--- src/rtl/alu_ctrl_pkg.sv ---
// Shared opcode map, FSM encoding and decode helpers for the alu_16bit issue controller.
// The opcode numbering matches the mux select ordering inside alu_16bit.
package alu_ctrl_pkg;

   localparam logic [3:0] OP_SUB = 4'd0;
   localparam logic [3:0] OP_ADD = 4'd1;
   localparam logic [3:0] OP_OR  = 4'd2;
   localparam logic [3:0] OP_AND = 4'd3;
   localparam logic [3:0] OP_DEC = 4'd4;
   localparam logic [3:0] OP_INC = 4'd5;
   localparam logic [3:0] OP_INV = 4'd6;
   localparam logic [3:0] OP_LI  = 4'd7;
   localparam logic [3:0] OP_LSL = 4'd8;
   localparam logic [3:0] OP_SLT = 4'd9;
   localparam logic [3:0] OP_LSR = 4'd10;
   localparam logic [3:0] OP_NOP_B = 4'd11;
   localparam logic [3:0] OP_ASL = 4'd12;
   localparam logic [3:0] OP_NOP_D = 4'd13;
   localparam logic [3:0] OP_ASR = 4'd14;
   localparam logic [3:0] OP_NOP_F = 4'd15;

   typedef enum logic [1:0] {
      ST_IDLE = 2'd0,
      ST_EXEC = 2'd1,
      ST_RESP = 2'd2
   } state_t;

   // Opcodes 11/13/15 are holes in the ALU mux and are treated as no-ops.
   function automatic logic is_nop_op(input logic [3:0] op);
      return (op == OP_NOP_B) || (op == OP_NOP_D) || (op == OP_NOP_F);
   endfunction

   // Everything except LI and the no-op holes goes through the ALU.
   function automatic logic is_alu_op(input logic [3:0] op);
      return (op != OP_LI) && !is_nop_op(op);
   endfunction

endpackage

--- src/rtl/regfile_8x16.sv ---
// Register file with two operand read ports, one debug read port and one synchronous write.
// Register 0 always reads as zero and ignores writes.
module regfile_8x16
   import alu_ctrl_pkg::*;
#(
   parameter int DATA_W = 16,
   parameter int REG_AW = 3
) (
   input  logic              clk,
   input  logic              rst,
   input  logic [REG_AW-1:0] rd_addr_a,
   input  logic [REG_AW-1:0] rd_addr_b,
   input  logic [REG_AW-1:0] dbg_addr,
   input  logic              wr_en,
   input  logic [REG_AW-1:0] wr_addr,
   input  logic [DATA_W-1:0] wr_data,
   output logic [DATA_W-1:0] rd_data_a,
   output logic [DATA_W-1:0] rd_data_b,
   output logic [DATA_W-1:0] dbg_data
);

   localparam int NUM_REGS = 2 ** REG_AW;

   logic [DATA_W-1:0] regs [NUM_REGS];

   // Storage: cleared on reset, written on the clock edge, writes to r0 discarded.
   always_ff @(posedge clk) begin
      if (rst) begin
         for (int i = 0; i < NUM_REGS; i++) begin
            regs[i] <= '0;
         end
      end else if (wr_en && (wr_addr != '0)) begin
         regs[wr_addr] <= wr_data;
      end
   end

   // Asynchronous reads, with r0 forced to zero regardless of array contents.
   always_comb begin
      rd_data_a = (rd_addr_a == '0) ? '0 : regs[rd_addr_a];
      rd_data_b = (rd_addr_b == '0) ? '0 : regs[rd_addr_b];
      dbg_data  = (dbg_addr  == '0) ? '0 : regs[dbg_addr];
   end

endmodule

--- src/rtl/alu_issue_ctrl.sv ---
// Issue controller for a single combinational alu_16bit: accepts an instruction, drives the
// ALU operands for one cycle, writes the result back and hands it to the consumer.
module alu_issue_ctrl
   import alu_ctrl_pkg::*;
#(
   parameter int DATA_W = 16,
   parameter int REG_AW = 3
) (
   input  logic              clk,
   input  logic              rst,
   input  logic              instr_valid,
   input  logic [15:0]       instr,
   output logic              instr_ready,
   output logic [3:0]        ALUCtrl,
   output logic [DATA_W-1:0] A,
   output logic [DATA_W-1:0] B,
   input  logic [DATA_W-1:0] S,
   input  logic              Overflow,
   input  logic              Zero,
   output logic              result_valid,
   input  logic              result_ready,
   output logic [DATA_W-1:0] result,
   output logic              flag_ovf,
   output logic              flag_zero,
   input  logic [REG_AW-1:0] dbg_addr,
   output logic [DATA_W-1:0] dbg_data
);

   state_t state;
   state_t state_next;

   logic [3:0]        instr_op;
   logic [REG_AW-1:0] instr_rd;
   logic [REG_AW-1:0] instr_rs;
   logic [REG_AW-1:0] instr_rt;
   logic [8:0]        instr_imm9;
   logic [DATA_W-1:0] imm_ext;
   logic              accept;

   logic [REG_AW-1:0] rd_q;
   logic [DATA_W-1:0] rf_data_a;
   logic [DATA_W-1:0] rf_data_b;
   logic              wr_en;
   logic [REG_AW-1:0] wr_addr;
   logic [DATA_W-1:0] wr_data;

   assign instr_op   = instr[15:12];
   assign instr_rd   = instr[11:9];
   assign instr_rs   = instr[8:6];
   assign instr_rt   = instr[5:3];
   assign instr_imm9 = instr[8:0];
   assign imm_ext    = {{(DATA_W-9){1'b0}}, instr_imm9};
   assign accept     = (state == ST_IDLE) && instr_valid;

   regfile_8x16 #(
      .DATA_W (DATA_W),
      .REG_AW (REG_AW)
   ) u_regfile (
      .clk       (clk),
      .rst       (rst),
      .rd_addr_a (instr_rs),
      .rd_addr_b (instr_rt),
      .dbg_addr  (dbg_addr),
      .wr_en     (wr_en),
      .wr_addr   (wr_addr),
      .wr_data   (wr_data),
      .rd_data_a (rf_data_a),
      .rd_data_b (rf_data_b),
      .dbg_data  (dbg_data)
   );

   // State register; reset abandons whatever instruction is in flight.
   always_ff @(posedge clk) begin
      if (rst) begin
         state <= ST_IDLE;
      end else begin
         state <= state_next;
      end
   end

   // Next-state and handshake outputs; LI/NOP skip EXEC since they never touch the ALU.
   always_comb begin
      state_next   = state;
      instr_ready  = 1'b0;
      result_valid = 1'b0;
      case (state)
         ST_IDLE: begin
            instr_ready = 1'b1;
            if (instr_valid) begin
               state_next = is_alu_op(instr_op) ? ST_EXEC : ST_RESP;
            end
         end
         ST_EXEC: begin
            state_next = ST_RESP;
         end
         ST_RESP: begin
            result_valid = 1'b1;
            if (result_ready) begin
               state_next = ST_IDLE;
            end
         end
         default: begin
            state_next = ST_IDLE;
         end
      endcase
   end

   // Write-back port: LI writes at the accept edge, ALU ops at the end of EXEC.
   always_comb begin
      wr_en   = 1'b0;
      wr_addr = instr_rd;
      wr_data = imm_ext;
      if (!rst) begin
         if (accept && (instr_op == OP_LI)) begin
            wr_en = 1'b1;
         end else if (state == ST_EXEC) begin
            wr_en   = 1'b1;
            wr_addr = rd_q;
            wr_data = S;
         end
      end
   end

   // Operand/result/flag registers; A, B and ALUCtrl only change when an ALU op is accepted.
   always_ff @(posedge clk) begin
      if (rst) begin
         ALUCtrl   <= '0;
         A         <= '0;
         B         <= '0;
         rd_q      <= '0;
         result    <= '0;
         flag_ovf  <= 1'b0;
         flag_zero <= 1'b0;
      end else begin
         case (state)
            ST_IDLE: begin
               if (instr_valid) begin
                  if (is_alu_op(instr_op)) begin
                     A       <= rf_data_a;
                     B       <= rf_data_b;
                     ALUCtrl <= instr_op;
                     rd_q    <= instr_rd;
                  end else if (instr_op == OP_LI) begin
                     result    <= imm_ext;
                     flag_ovf  <= 1'b0;
                     flag_zero <= (instr_imm9 == 9'd0);
                  end else begin
                     result <= '0;
                  end
               end
            end
            ST_EXEC: begin
               result    <= S;
               flag_ovf  <= Overflow;
               flag_zero <= Zero;
            end
            default: begin
            end
         endcase
      end
   end

endmodule
--- config.mk ---
export PLATFORM = sky130hd
export DESIGN_NAME = alu_issue_ctrl
export DESIGN_NICKNAME = d
export VERILOG_FILES = /design/src/rtl/alu_ctrl_pkg.sv /design/src/rtl/regfile_8x16.sv /design/src/rtl/alu_issue_ctrl.sv
export SDC_FILE = /design/constraint.sdc
export NUM_CORES = 1
export LEC_CHECK = 0
export ABC_AREA = 0
export BUFFER_PORTS_ARGS = -buffer_cell sky130_fd_sc_hd__clkbuf_2
export CAP_MARGIN = 20
export CORE_ASPECT_RATIO = 0.8
export CORE_MARGIN = 4
export CORE_UTILIZATION = 40
export DETAILED_ROUTE_END_ITERATION = 8
export GPL_TIMING_DRIVEN = 0
export PLACE_DENSITY = 0.66
export SYNTH_ARGS = -nofsm -noshare
export SYNTH_HDL_FRONTEND = slang
export SYNTH_SLANG_ARGS = --single-unit
--- constraint.sdc ---
create_clock -name clk -period 3.82 [get_ports clk]
set_input_delay 0.191 -clock clk [delete_from_list [all_inputs] [get_ports clk]]
set_output_delay 0.191 -clock clk [all_outputs]
set_load 0.1 [all_outputs]
Yosys cells after proc, flatten, opt, wreduce, memory -nomap -nowiden. Memories as Yosys holds them, arrays and structs flattened. Index checks and enable logic that the tools add are counted.

Flip-flop bits (word level): 59. RAM bits: 128. Input bits: 41. Output and inout bits: 72. Word-level logic and storage cells: 77. Memories: 1.

Equality and inequality tests: 11. Multiplexer cells: 38. Reductions and logical operators: 19.

Memory list: u_regfile.regs (depth 8, width 16, rd ports 3, clocked after memory_dff 0, write ports 8, RTL line regfile_8x16.sv:24) `logic [DATA_W-1:0] regs [NUM_REGS];`.

Operators with widths (number): 16-bit two-way mux (9); 16-bit case mux with 2 select lines (1); 1-bit two-way mux (17); 16-bit OR reduction (1); 4-bit == test, second input constant (3); 3-bit two-way mux (4); 3-bit logical NOT (3); 9-bit logical NOT (1); 9-bit two-way mux (1); 2-bit two-way mux (3); 2-bit != test, second input constant (3); 2-bit case mux with 3 select lines (1); 3-bit AND reduction (2); 4-bit by 3-bit == test with 1-bit output, second input constant (1); 1-bit logical AND (4); 4-bit by 3-bit != test with 1-bit output, second input constant (1); 1-bit case mux with 2 select lines (2); 4-bit AND reduction (1); 3-bit nonzero test (1); 2-bit by 1-bit == test with 1-bit output, second input constant (1); 2-bit == test, second input constant (1); 2-bit logical NOT (1); 1-bit logical OR (2); 2-bit by 1-bit != test with 1-bit output, second input constant (1); other kinds (3) (3).

Logic depth before layout (Yosys ltp).
Depth after elaboration: 12. Mapped depth: 7. Gate-level depth less buffers: 4.

Hierarchy. A second synthesis with hierarchy kept.

Cells, all modules: 814. Area, all modules: 9579.2 µm².

Modules (own cells, without submodules): regfile_8x16 (times used 1, cells an instance 570, area each 7141.8 µm², seq. area each 3363.2 µm²); alu_issue_ctrl (times used 1, cells an instance 244, area each 2437.3 µm², seq. area each 1181.1 µm²).

Worst setup path before layout. OpenSTA, ideal clock, no wires.

Kind: in2out. Start: input dbg_addr[1]. End: output dbg_data[15]. Arrival time: 3.243 ns. Required time: 3.629 ns. Setup slack: 0.386 ns. Stages on the path: 6. Path buffers: 3. Path through: clkbuf_1 nor2b_1 clkbuf_1 clkbuf_1 a22oi_1 o21ai_0.

Longest elaborated chain between the ends: 2. Elaborated cells between the ends (all ways): 3. Classes of those cells: mux (1); reduce/logical (1); memory (1).

Ends and longest elaborated chain: start: declaration (RTL line alu_issue_ctrl.sv:25) `input logic [REG_AW-1:0] dbg_addr,`; memory read 8 x 16 bit or 3-bit logical NOT (tied branches); 16-bit two-way mux (*) (RTL line regfile_8x16.sv:41) `dbg_data = (dbg_addr == '0) ? '0 : regs[dbg_addr];`; end: declaration (RTL line alu_issue_ctrl.sv:26) `output logic [DATA_W-1:0] dbg_data`.

Mark *: on every way between the ends. The rest lies on a longest branch, timed or not.

==> out/results.ini <==
[drt]
routed_wl_mm=29.6
via_per_inst=6.05
routedWlPerCell_um=24.5
drt-pass1-iter-count=6
drt_iter0_drc=874
postRouteAntennaNets=0
vias=7307
route.detailed.drc=0

[logic_synthesis]
ys_top_cells_by_count=edfxtp_1 (112), nor2_1 (84), dfxtp_1 (59), nand2_1 (52), mux4_2 (48)
synth_mux_area_frac=0.197
ys.flop_type=edfxtp_1
yosysMostFrequentCell=edfxtp_1
syn-cell-area_um2=9020
yosysTopAreaCell=edfxtp_1
synth_cells=768
syn_avg_cell_area_um2=11.7
synth_compound_area_frac=0.133
ys_ff_latch=171
synthXorXnorAreaFrac=0
yosys.area_share.adder=0.00125
synth.distinct_cells=43
async_reset_ff_frac=0
syn-num-nets=809
yosys.area_share.simple=0.125
ys_seq_area_frac=0.504
ys_warn_count=0
synth_top_family_by_area=multiplexers
synth_top_area_frac=0.373
synth_edf_count=112
netlist_top_cells_area=edfxtp_1 (37%), dfxtp_1 (13%), mux4_2 (12%)

[worst_setup_path]
cp_max_fo=16
r2r_slack_ns=0.63
reg2reg_to=u_regfile.regs[2][8]
arrival_ns=3.25
reg2regPathDepth=5
cp.required_ns=3.88
crit_type=flop to flop
cp-end-kind=flop
r2r_start=state[0]
cp-startpoint=state[0]
startpoint_type=flop

[timing]
worstMarginPinSlew_ns=1.07
maxSlewViolCount=0
tns_ns=0
slew_headroom=0.287
hold_viol_final=0
post-route-period-util=0.835
rsz0062_at_grt=no
fin_crit_ns=3.19
setup_violations=0
finClkSkew_ns=0.00879
timing.final.ws_setup_ns=0.629
max_freq_mhz=313
holdWs_ns=0.0266

[hold_path]
hp-class=primary input to flop
min_path_cells=3
hold-path-endpoint=ALUCtrl[1]
hold_start=instr[13]

[power]
power.density_nw_per_um2=455
power_switching_mw=1.53
finalPower_mw=4.78
seq_power_share=0.444
comb_power_share=0.206
p_clk_frac=0.350
leakage_nw=4.05
vdd_drop_max_mv=0.292
switching_share=0.320
p_int_mw=3.25

[cts]
clkLatencyLatePin_ns=0.44
cts_sinks=171
cts_hold_buf=1
cts_made_buffers=17
clockBufferDepth=2
cts_tree=done
h-tree-depth=4
path_clk_slew_ns=0.07
post_cts_buffers=0
clockRootBuffer=clkbuf_16
cts_resized=0

[global_routing]
antenna_found_initial=0
overflow=0
grt_pass1_vias=7206
track_usage=0.239
grt_pass1_wl_mm=44.4
grt_max_degree=17

[finish]
nFillCells=2011
multiInputGateArea_um2=4120
final_nets=935
ff_latch_area_um2=4540
drive_gt1_frac=0.289
antennaDiodeCount=0
final_util=0.481
area_delta_synth_final_pct=16.6

[die]
fp.dieArea_um2=25000
initial_core_util=0.412
die-height_um=142
ios=113
fp.coreArea_um2=21900
rows=48
die_x_um=176

[flow_run]
cap_violations=0

[placement]
portBuffers=104
hpwlAfterDp_mm=21.2
pre_cts_slack_ns=0.700
place_congestion=0.908

[status]
outcome=complete, no violations

[worst max path at each step]
| stage | endpoint | slack, ns | depth (start not counted) |
|---|---|---|---|
| floorplan | dbg_data[15] | 0.39 | 6 |
| global placement | u_regfile.regs[4][12] | -0.21 | 4 |
| detailed placement | u_regfile.regs[2][13] | 0.70 | 5 |
| CTS | u_regfile.regs[2][9] | 0.68 | 5 |
| global route | u_regfile.regs[2][6] | 0.46 | 5 |
| finish | u_regfile.regs[2][8] | 0.63 | 5 |
[critical path: stages, from the launching register on]
cell      delay (ns)
dfxtp_1         0.37
buf_2           0.21
o41ai_2         0.95
clkbuf_1        0.45
nand2_1         0.09
nand2_1         0.73
[power by group through the flow]
| stage | sequential, mW | combinational (mW) | clock, mW |
|---|---|---|---|
| after global placement | 2.16 | 0.960 | 0 |
| after detailed placement | 2.16 | 0.970 | 0 |
| after floorplan | 2.36 | 0.510 | 0 |
| final | 2.12 | 0.984 | 1.68 |
| after CTS | 2.12 | 0.972 | 1.68 |
| after global routing | 2.13 | 1.03 | 1.77 |
[state kept, by name, indices dropped and copies added, names as in the netlist, 2 cells and up]
signal,count
A,16
ALUCtrl,4
B,16
rd_q,3
result,16
state,2
u_regfile.regs,112
[layer usage]
metal | track usage | vias up | part of all wire
li1 | - | 3191 | -
met2 | 0.325 | 547 | 0.40
met3 | 0.105 | 73 | 0.16
met4 | 0.0788 | 0 | 0.025
met1 | 0.340 | 3496 | 0.42
met5 | 0 | - | 0
[metrics by stage]
| stage | area [um^2] | instances |
|---|---|---|
| after floorplan | 9020 | 768 |
| after global placement | 9910 | 1172 |
| after detailed placement | 9930 | 1173 |
| after CTS | 10500 | 1206 |
| after global routing | 10500 | 1207 |
| final | 10500 | 1207 |
[layout by cell type, fill, tap and decap left out, drive strengths merged, types with 28 or more instances in the layout]
master  instances
mux2           47
clkbuf        161
and3           28
mux4           48
buf            28
nand2          52
a22oi          31
a22o           32
o21ai          44
edfxtp        112
dfxtp          59
nor2           84
[area by class of cell]
cell class / count / area share
Sequential cell: 171 / 0.432
Multi-Input combinational cell: 513 / 0.392
Timing Repair Buffer: 107 / 0.0524
Clock buffer: 18 / 0.0408
Tap cell: 300 / 0.0357
Buffer: 65 / 0.0276
Clock inverter: 14 / 0.0124
Inverter: 19 / 0.00679
[logic make-up (layout without fill, tap and decap cells)]
| group | count (synthesis) | count (layout) |
|---|---|---|
| AOI/OAI and AO/OA | 168 | 168 |
| adders and majority gates | 1 | 1 |
| buffers and inverters | 84 | 223 |
| DFF | 171 | 171 |
| muxes | 112 | 112 |
| and+or+nand+nor | 232 | 232 |
Note: power is estimated with default switching activity, not from simulation.
